### src/rtl/remote_comm_pkg.sv
// Shared types and constants for the remote_comm UART command sender.
// The WAIT_RESP state exists only when RESP_TMO_EN is defined.
package remote_comm_pkg;

    localparam int BAUD_DIV_DFLT = 434;
    localparam int TMO_CYC_DFLT  = 2500000;

    localparam logic [7:0] RESP_DONE = 8'hA5;
    localparam logic [7:0] RESP_BUSY = 8'h5A;

`ifdef RESP_TMO_EN
    typedef enum logic [1:0] {IDLE, TX_HI, TX_LO, WAIT_RESP} tx_state_t;
`else
    typedef enum logic [1:0] {IDLE, TX_HI, TX_LO} tx_state_t;
`endif

endpackage

### src/rtl/uart_xcvr.sv
// Full-duplex 8N1 UART: trmt starts a frame on the next cycle, tx_done flags the last stop-bit cycle.
// No backpressure: rx_rdy is a one-cycle pulse with rx_data valid only during that pulse.
module uart_xcvr
    import remote_comm_pkg::*;
#(
    parameter int BAUD_DIV = BAUD_DIV_DFLT
) (
    input  logic       clk,
    input  logic       rst_n,
    input  logic       trmt,
    input  logic [7:0] tx_data,
    output logic       tx_done,
    output logic       TX,
    input  logic       RX,
    output logic [7:0] rx_data,
    output logic       rx_rdy
);

    localparam logic [11:0] BAUD_LAST = 12'(BAUD_DIV - 1);
    localparam logic [11:0] HALF_LAST = 12'(BAUD_DIV / 2 - 1);

    logic [9:0]  tx_shft_q;
    logic [11:0] tx_baud_q;
    logic [3:0]  tx_bit_q;
    logic        tx_act_q;

    // Combinational so the caller can chain the next frame with no idle gap.
    assign tx_done = tx_act_q && (tx_baud_q == BAUD_LAST) && (tx_bit_q == 4'd9);
    assign TX      = tx_shft_q[0];

    always_ff @(posedge clk or negedge rst_n) begin
        if (!rst_n) begin
            tx_shft_q <= '1;
            tx_baud_q <= '0;
            tx_bit_q  <= '0;
            tx_act_q  <= 1'b0;
        end else if (trmt) begin
            tx_shft_q <= {1'b1, tx_data, 1'b0};
            tx_baud_q <= '0;
            tx_bit_q  <= '0;
            tx_act_q  <= 1'b1;
        end else if (tx_act_q) begin
            if (tx_baud_q == BAUD_LAST) begin
                tx_baud_q <= '0;
                tx_shft_q <= {1'b1, tx_shft_q[9:1]};
                if (tx_bit_q == 4'd9) begin
                    tx_bit_q <= '0;
                    tx_act_q <= 1'b0;
                end else begin
                    tx_bit_q <= tx_bit_q + 4'd1;
                end
            end else begin
                tx_baud_q <= tx_baud_q + 12'd1;
            end
        end
    end

    logic        rx_s1_q, rx_s2_q, rx_prev_q;
    logic        rx_act_q;
    logic [11:0] rx_baud_q;
    logic [3:0]  rx_bit_q;
    logic [7:0]  rx_shft_q;
    logic        rx_rdy_q;
    logic [11:0] rx_tgt;

    // First interval lands mid start bit; later ones step a full bit.
    assign rx_tgt  = (rx_bit_q == 4'd0) ? HALF_LAST : BAUD_LAST;
    assign rx_data = rx_shft_q;
    assign rx_rdy  = rx_rdy_q;

    always_ff @(posedge clk or negedge rst_n) begin
        if (!rst_n) begin
            rx_s1_q   <= 1'b1;
            rx_s2_q   <= 1'b1;
            rx_prev_q <= 1'b1;
            rx_act_q  <= 1'b0;
            rx_baud_q <= '0;
            rx_bit_q  <= '0;
            rx_shft_q <= '0;
            rx_rdy_q  <= 1'b0;
        end else begin
            rx_s1_q   <= RX;
            rx_s2_q   <= rx_s1_q;
            rx_prev_q <= rx_s2_q;
            rx_rdy_q  <= 1'b0;
            if (!rx_act_q) begin
                if (rx_prev_q && !rx_s2_q) begin
                    rx_act_q  <= 1'b1;
                    rx_baud_q <= '0;
                    rx_bit_q  <= '0;
                end
            end else if (rx_baud_q == rx_tgt) begin
                rx_baud_q <= '0;
                rx_bit_q  <= rx_bit_q + 4'd1;
                if (rx_bit_q == 4'd0) begin
                    if (rx_s2_q) rx_act_q <= 1'b0;
                end else if (rx_bit_q == 4'd9) begin
                    rx_act_q <= 1'b0;
                    rx_bit_q <= '0;
                    if (rx_s2_q) rx_rdy_q <= 1'b1;
                end else begin
                    rx_shft_q <= {rx_s2_q, rx_shft_q[7:1]};
                end
            end else begin
                rx_baud_q <= rx_baud_q + 12'd1;
            end
        end
    end

endmodule

### src/rtl/remote_comm.sv
// Sends a 16-bit command as two back-to-back 8N1 bytes and captures the response byte; done 20*BAUD_DIV+1 cycles after snd_cmd.
// snd_cmd is dropped unless idle; RESP_TMO_EN adds a response wait with timeout flag.
module remote_comm
    import remote_comm_pkg::*;
#(
    parameter int BAUD_DIV = BAUD_DIV_DFLT,
    parameter int TMO_CYC  = TMO_CYC_DFLT
) (
    input  logic        clk,
    input  logic        rst_n,
    input  logic [15:0] cmd,
    input  logic        snd_cmd,
    output logic        busy,
    output logic        cmd_snt,
    output logic        TX,
    input  logic        RX,
    output logic [7:0]  resp,
    output logic        resp_rdy,
    output logic        resp_tmo
);

    if (BAUD_DIV < 16 || BAUD_DIV > 4095 || TMO_CYC < 1 || TMO_CYC > 4194303) begin : g_bad_param
        $error("remote_comm: BAUD_DIV or TMO_CYC out of range");
    end

    tx_state_t   state_q;
    logic [15:0] hold_q;
    logic        busy_q, cmd_snt_q, resp_rdy_q;
    logic [7:0]  resp_q;
    logic        accept, trmt, tx_done, rx_rdy;
    logic [7:0]  tx_data, rx_data;

    assign accept = (state_q == IDLE) && snd_cmd;
    assign trmt   = accept || ((state_q == TX_HI) && tx_done);

    // High byte comes straight from cmd so the start bit leaves one cycle after the strobe.
    always_comb begin
        tx_data = hold_q[15:8];
        case (state_q)
            IDLE:    tx_data = cmd[15:8];
            TX_HI:   tx_data = hold_q[7:0];
            default: tx_data = hold_q[15:8];
        endcase
    end

    uart_xcvr #(.BAUD_DIV(BAUD_DIV)) u_xcvr (
        .clk     (clk),
        .rst_n   (rst_n),
        .trmt    (trmt),
        .tx_data (tx_data),
        .tx_done (tx_done),
        .TX      (TX),
        .RX      (RX),
        .rx_data (rx_data),
        .rx_rdy  (rx_rdy)
    );

`ifdef RESP_TMO_EN
    logic [21:0] tmo_cnt_q;
    logic        resp_tmo_q;
    assign resp_tmo = resp_tmo_q;
`else
    assign resp_tmo = 1'b0;
`endif

    always_ff @(posedge clk or negedge rst_n) begin
        if (!rst_n) begin
            state_q    <= IDLE;
            hold_q     <= '0;
            busy_q     <= 1'b0;
            cmd_snt_q  <= 1'b0;
            resp_q     <= '0;
            resp_rdy_q <= 1'b0;
`ifdef RESP_TMO_EN
            tmo_cnt_q  <= '0;
            resp_tmo_q <= 1'b0;
`endif
        end else begin
            if (rx_rdy) resp_q <= rx_data;
            if (rx_rdy)      resp_rdy_q <= 1'b1;
            else if (accept) resp_rdy_q <= 1'b0;
            case (state_q)
                IDLE: if (snd_cmd) begin
                    hold_q    <= cmd;
                    cmd_snt_q <= 1'b0;
                    busy_q    <= 1'b1;
                    state_q   <= TX_HI;
`ifdef RESP_TMO_EN
                    resp_tmo_q <= 1'b0;
`endif
                end
                TX_HI: if (tx_done) state_q <= TX_LO;
                TX_LO: if (tx_done) begin
                    cmd_snt_q <= 1'b1;
                    busy_q    <= 1'b0;
`ifdef RESP_TMO_EN
                    tmo_cnt_q <= '0;
                    state_q   <= WAIT_RESP;
`else
                    state_q   <= IDLE;
`endif
                end
`ifdef RESP_TMO_EN
                WAIT_RESP: begin
                    if (rx_rdy) begin
                        state_q <= IDLE;
                    end else if (tmo_cnt_q == 22'(TMO_CYC - 1)) begin
                        resp_tmo_q <= 1'b1;
                        state_q    <= IDLE;
                    end else begin
                        tmo_cnt_q <= tmo_cnt_q + 22'd1;
                    end
                end
`endif
                default: state_q <= IDLE;
            endcase
        end
    end

    assign busy     = busy_q;
    assign cmd_snt  = cmd_snt_q;
    assign resp     = resp_q;
    assign resp_rdy = resp_rdy_q;

endmodule

### config.mk
export PLATFORM = sky130hd
export DESIGN_NAME = remote_comm
export DESIGN_NICKNAME = d
export VERILOG_FILES = /design/src/rtl/remote_comm_pkg.sv /design/src/rtl/uart_xcvr.sv /design/src/rtl/remote_comm.sv
export SDC_FILE = /design/constraint.sdc
export NUM_CORES = 1
export LEC_CHECK = 0
export BUFFER_PORTS_ARGS = -buffer_cell sky130_fd_sc_hd__buf_4
export CAP_MARGIN = 10
export CORE_MARGIN = 2
export CORE_UTILIZATION = 50
export CTS_CLUSTER_SIZE = 8
export DETAILED_ROUTE_END_ITERATION = 16
export HOLD_SLACK_MARGIN = 0.02
export PLACE_DENSITY = 0.67
export SLEW_MARGIN = 20
export SYNTH_ARGS = -nofsm -noshare
export SYNTH_HDL_FRONTEND = slang
export SYNTH_SLANG_ARGS = --single-unit
### constraint.sdc
create_clock -name clk -period 4.1 [get_ports clk]
set_clock_uncertainty 0.05 [all_clocks]
set_input_delay 0.615 -clock clk [delete_from_list [all_inputs] [get_ports clk]]
set_output_delay 0.615 -clock clk [all_outputs]
set_load 0.01 [all_outputs]
==> results.cfg <==
[route]
drt_iter0_drc = 98
ant_nets = 0
drc = 0
drtPass1Iterations = 4
wl_per_cell_um = 14.2
vias = 2980
via_per_inst = 5.47
wirelength_um = 7720

[synthesis]
synth_compound_area_frac = 0.114
syn_area_per_cell_um2 = 9.93
synth_most_common_cell = nand2_1
synthArstFlopShare = 1.00
ys_seq_area_frac = 0.519
yosys_warnings = 0
synth.area.top_cells = dfrtp_1 (44%), nand2_1 (9.0%), dfstp_2 (7.7%)
synth_edf_count = 0
synth_area_um2 = 4080
synth_ff_type = dfrtp_1
syn-num-nets = 439
synth_top_family_by_area = simple AND/OR/NAND/NOR gates
synth_common_cells = nand2_1 (98), dfrtp_1 (72), o21ai_0 (45)
synth-simple-area-share = 0.195
synth_fa_ha_area_frac = 0.0245
yosysUniqueCellTypes = 53
ys_ff_latch = 84
synthCells = 411
yosysTopAreaCell = dfrtp_1
synth_top_area_frac = 0.442
synth_xor_area_frac = 0.0279
synthMuxAreaShare = 0.0837

[sta]
worst_pin_slew_ns = 1.06
max_freq_mhz = 356
period_share = 0.685
finalSetupViolCount = 0
setup_slack_ns = 1.29
relSlewSlack = 0.280
rsz0062_at_grt = false
hold_violations = 0
finalCriticalPeriod_ns = 2.81
tns_ns = 0
final_max_slew_viol_count = 0

[placed_design]
port_buffers = 31
hpwlAfterDp_um = 5140
place.gp.congestion = 0.838
dp_cells = 529
place_ws_ns = 1.31

[pwr]
p_sw_frac = 0.277
ir_worst_vdd_uv = 209
p_seq_frac = 0.533
p_leak_uw = 0.00217
power_density_nw_per_um2 = 419
internal-power_uw = 1390
combPwrFrac = 0.128
clkPwrFrac = 0.340
switchingPower_uw = 532

[worst_setup_path]
cp.arrival_ns = 2.99
crit_type = register to register
worst_r2r_endpoint = u_xcvr.rx_data[4]
crit_path_max_fanout = 10
reg2reg_slack_ns = 1.29
crit_path_start_kind = register
cp.required_ns = 4.29
regToRegStartpoint = u_xcvr.rx_bit_q[1]
setup.worst_path.end_class = register
ff2ff_path_depth = 7

[floorplan]
die_y_um = 94.3
die_x_um = 94.3
start_util = 0.523
core_area_um2 = 7810
fp.dieArea_um2 = 8900
io_pins = 33
rows = 32

[layout]
nets = 466
multi_input_area_um2 = 1830
drive_above_1_share = 0.196
area_delta_synth_final_pct = 12.6
instances_no_fill = 545
n_antenna_cell = 0
fillers = 711
register_area_um2 = 2120

[cts]
clk_pin_slew_ns = 0.08
clock_sinks = 84
hold_buffers = 0
htree_levels = 3
ctsResizeCount = 0
cts_buffers = 9
cts_setup_buffers = 0
root_buffer = clkbuf_8
cts_buffer_depth = 2
insertion_delay_ns = 0.35
cts_tree = yes

[run]
drv_cap = 0

[grt]
grt_pass1_vias = 2878
grt_usage = 0.193
antenna_found_initial = 0
grt_max_degree = 56
grt-ovfl-total = 0
grt_pass1_wl_um = 13500

[hold_path]
hp-class = input port to asynchronous set/reset pin

[status]
outcome = finished clean
==> cells in the final DEF, fill, tap and decap left out, types with 9 or more instances in the layout <==
master and instances:
mux2_2 17, nand2_1 98, inv_1 12, o21ai_0 45, dfrtp_1 72, nor2_1 15
mux2i_1 15, xor2_1 11, dfstp_2 12, buf_4 34, clkbuf_8 9
==> registers in the layout, summed over array words and instances, names as in the netlist <==
name              cells
u_xcvr.rx_s1_q        1
u_xcvr.rx_rdy         1
u_xcvr.rx_act_q       1
resp                  8
busy                  1
resp_rdy              1
u_xcvr.tx_baud_q     12
u_xcvr.rx_baud_q     12
u_xcvr.tx_bit_q       4
u_xcvr.rx_s2_q        1
u_xcvr.tx_shft_q      9
u_xcvr.tx_act_q       1
cmd_snt               1
u_xcvr.rx_prev_q      1
hold_q               16
u_xcvr.rx_data        8
state_q               2
u_xcvr.rx_bit_q       4
==> final cells by class <==
class	count	area share
flip-flops and latches	84	0.461
multi-input cells	297	0.397
repair buffers	34	0.0556
well taps	102	0.0278
clock buffers	9	0.0270
clock inverters	7	0.0215
inverters	12	0.00981
==> metal layers <==
metal,wire [um],track usage
met1,3780,0.271
met2,3560,0.296
met3,294,0.0527
met4,79,0.0604
met5,0,0
==> critical path: stages, from the launching register on <==
cell and delay (ns):
dfrtp_1 0.41, inv_1 0.11, ha_1 0.14, or3b_2 0.49
or3_4 0.40, a21oi_4 0.25, and4_1 0.47, mux2_2 0.38
==> cell families (layout without fill, tap and decap cells) <==
kind of cell,after synthesis,after routing
other cells,1,1
mux,32,32
compound gates,78,78
xor+xnor,13,13
buf+inv,30,62
fa+ha+maj,8,8
flops,84,84
simple gates,165,165
==> worst max-delay path by stage <==
stage	start	end	slack (ns)
CTS	u_xcvr.rx_bit_q[1]	u_xcvr.rx_data[7]	1.29
global placement	u_xcvr.rx_bit_q[0]	u_xcvr.rx_data[2]	1.39
global route	u_xcvr.rx_bit_q[0]	u_xcvr.rx_data[7]	1.15
detailed placement	u_xcvr.rx_bit_q[1]	u_xcvr.rx_data[4]	1.31
floorplan	u_xcvr.rx_bit_q[1]	u_xcvr.rx_data[0]	1.60
finish	u_xcvr.rx_bit_q[1]	u_xcvr.rx_data[4]	1.29
==> power groups by stage <==
stage,sequential [uW],clock [uW],combinational [uW]
floorplan,1010,0,182
global placement,1040,0,238
detailed placement,1040,0,247
CTS,1020,676,248
global route,1040,711,286
finish,1020,653,245
==> through the flow <==
| stage | util | hold WS [ns] | power, uW | area (um2) |
|---|---|---|---|---|
| 3_3_place_gp | 0.559 | 0.300 | 1270 | 4370 |
| 2_1_floorplan | - | 0.269 | 1190 | 4080 |
| 4_1_cts | 0.588 | 0.270 | 1950 | 4590 |
| 5_1_grt | 0.588 | 0.300 | 2040 | 4590 |
| 6_report | 0.588 | 0.242 | 1920 | 4590 |
| 3_5_place_dp | 0.560 | 0.301 | 1290 | 4370 |
Note: power is estimated with default switching activity, not from simulation.
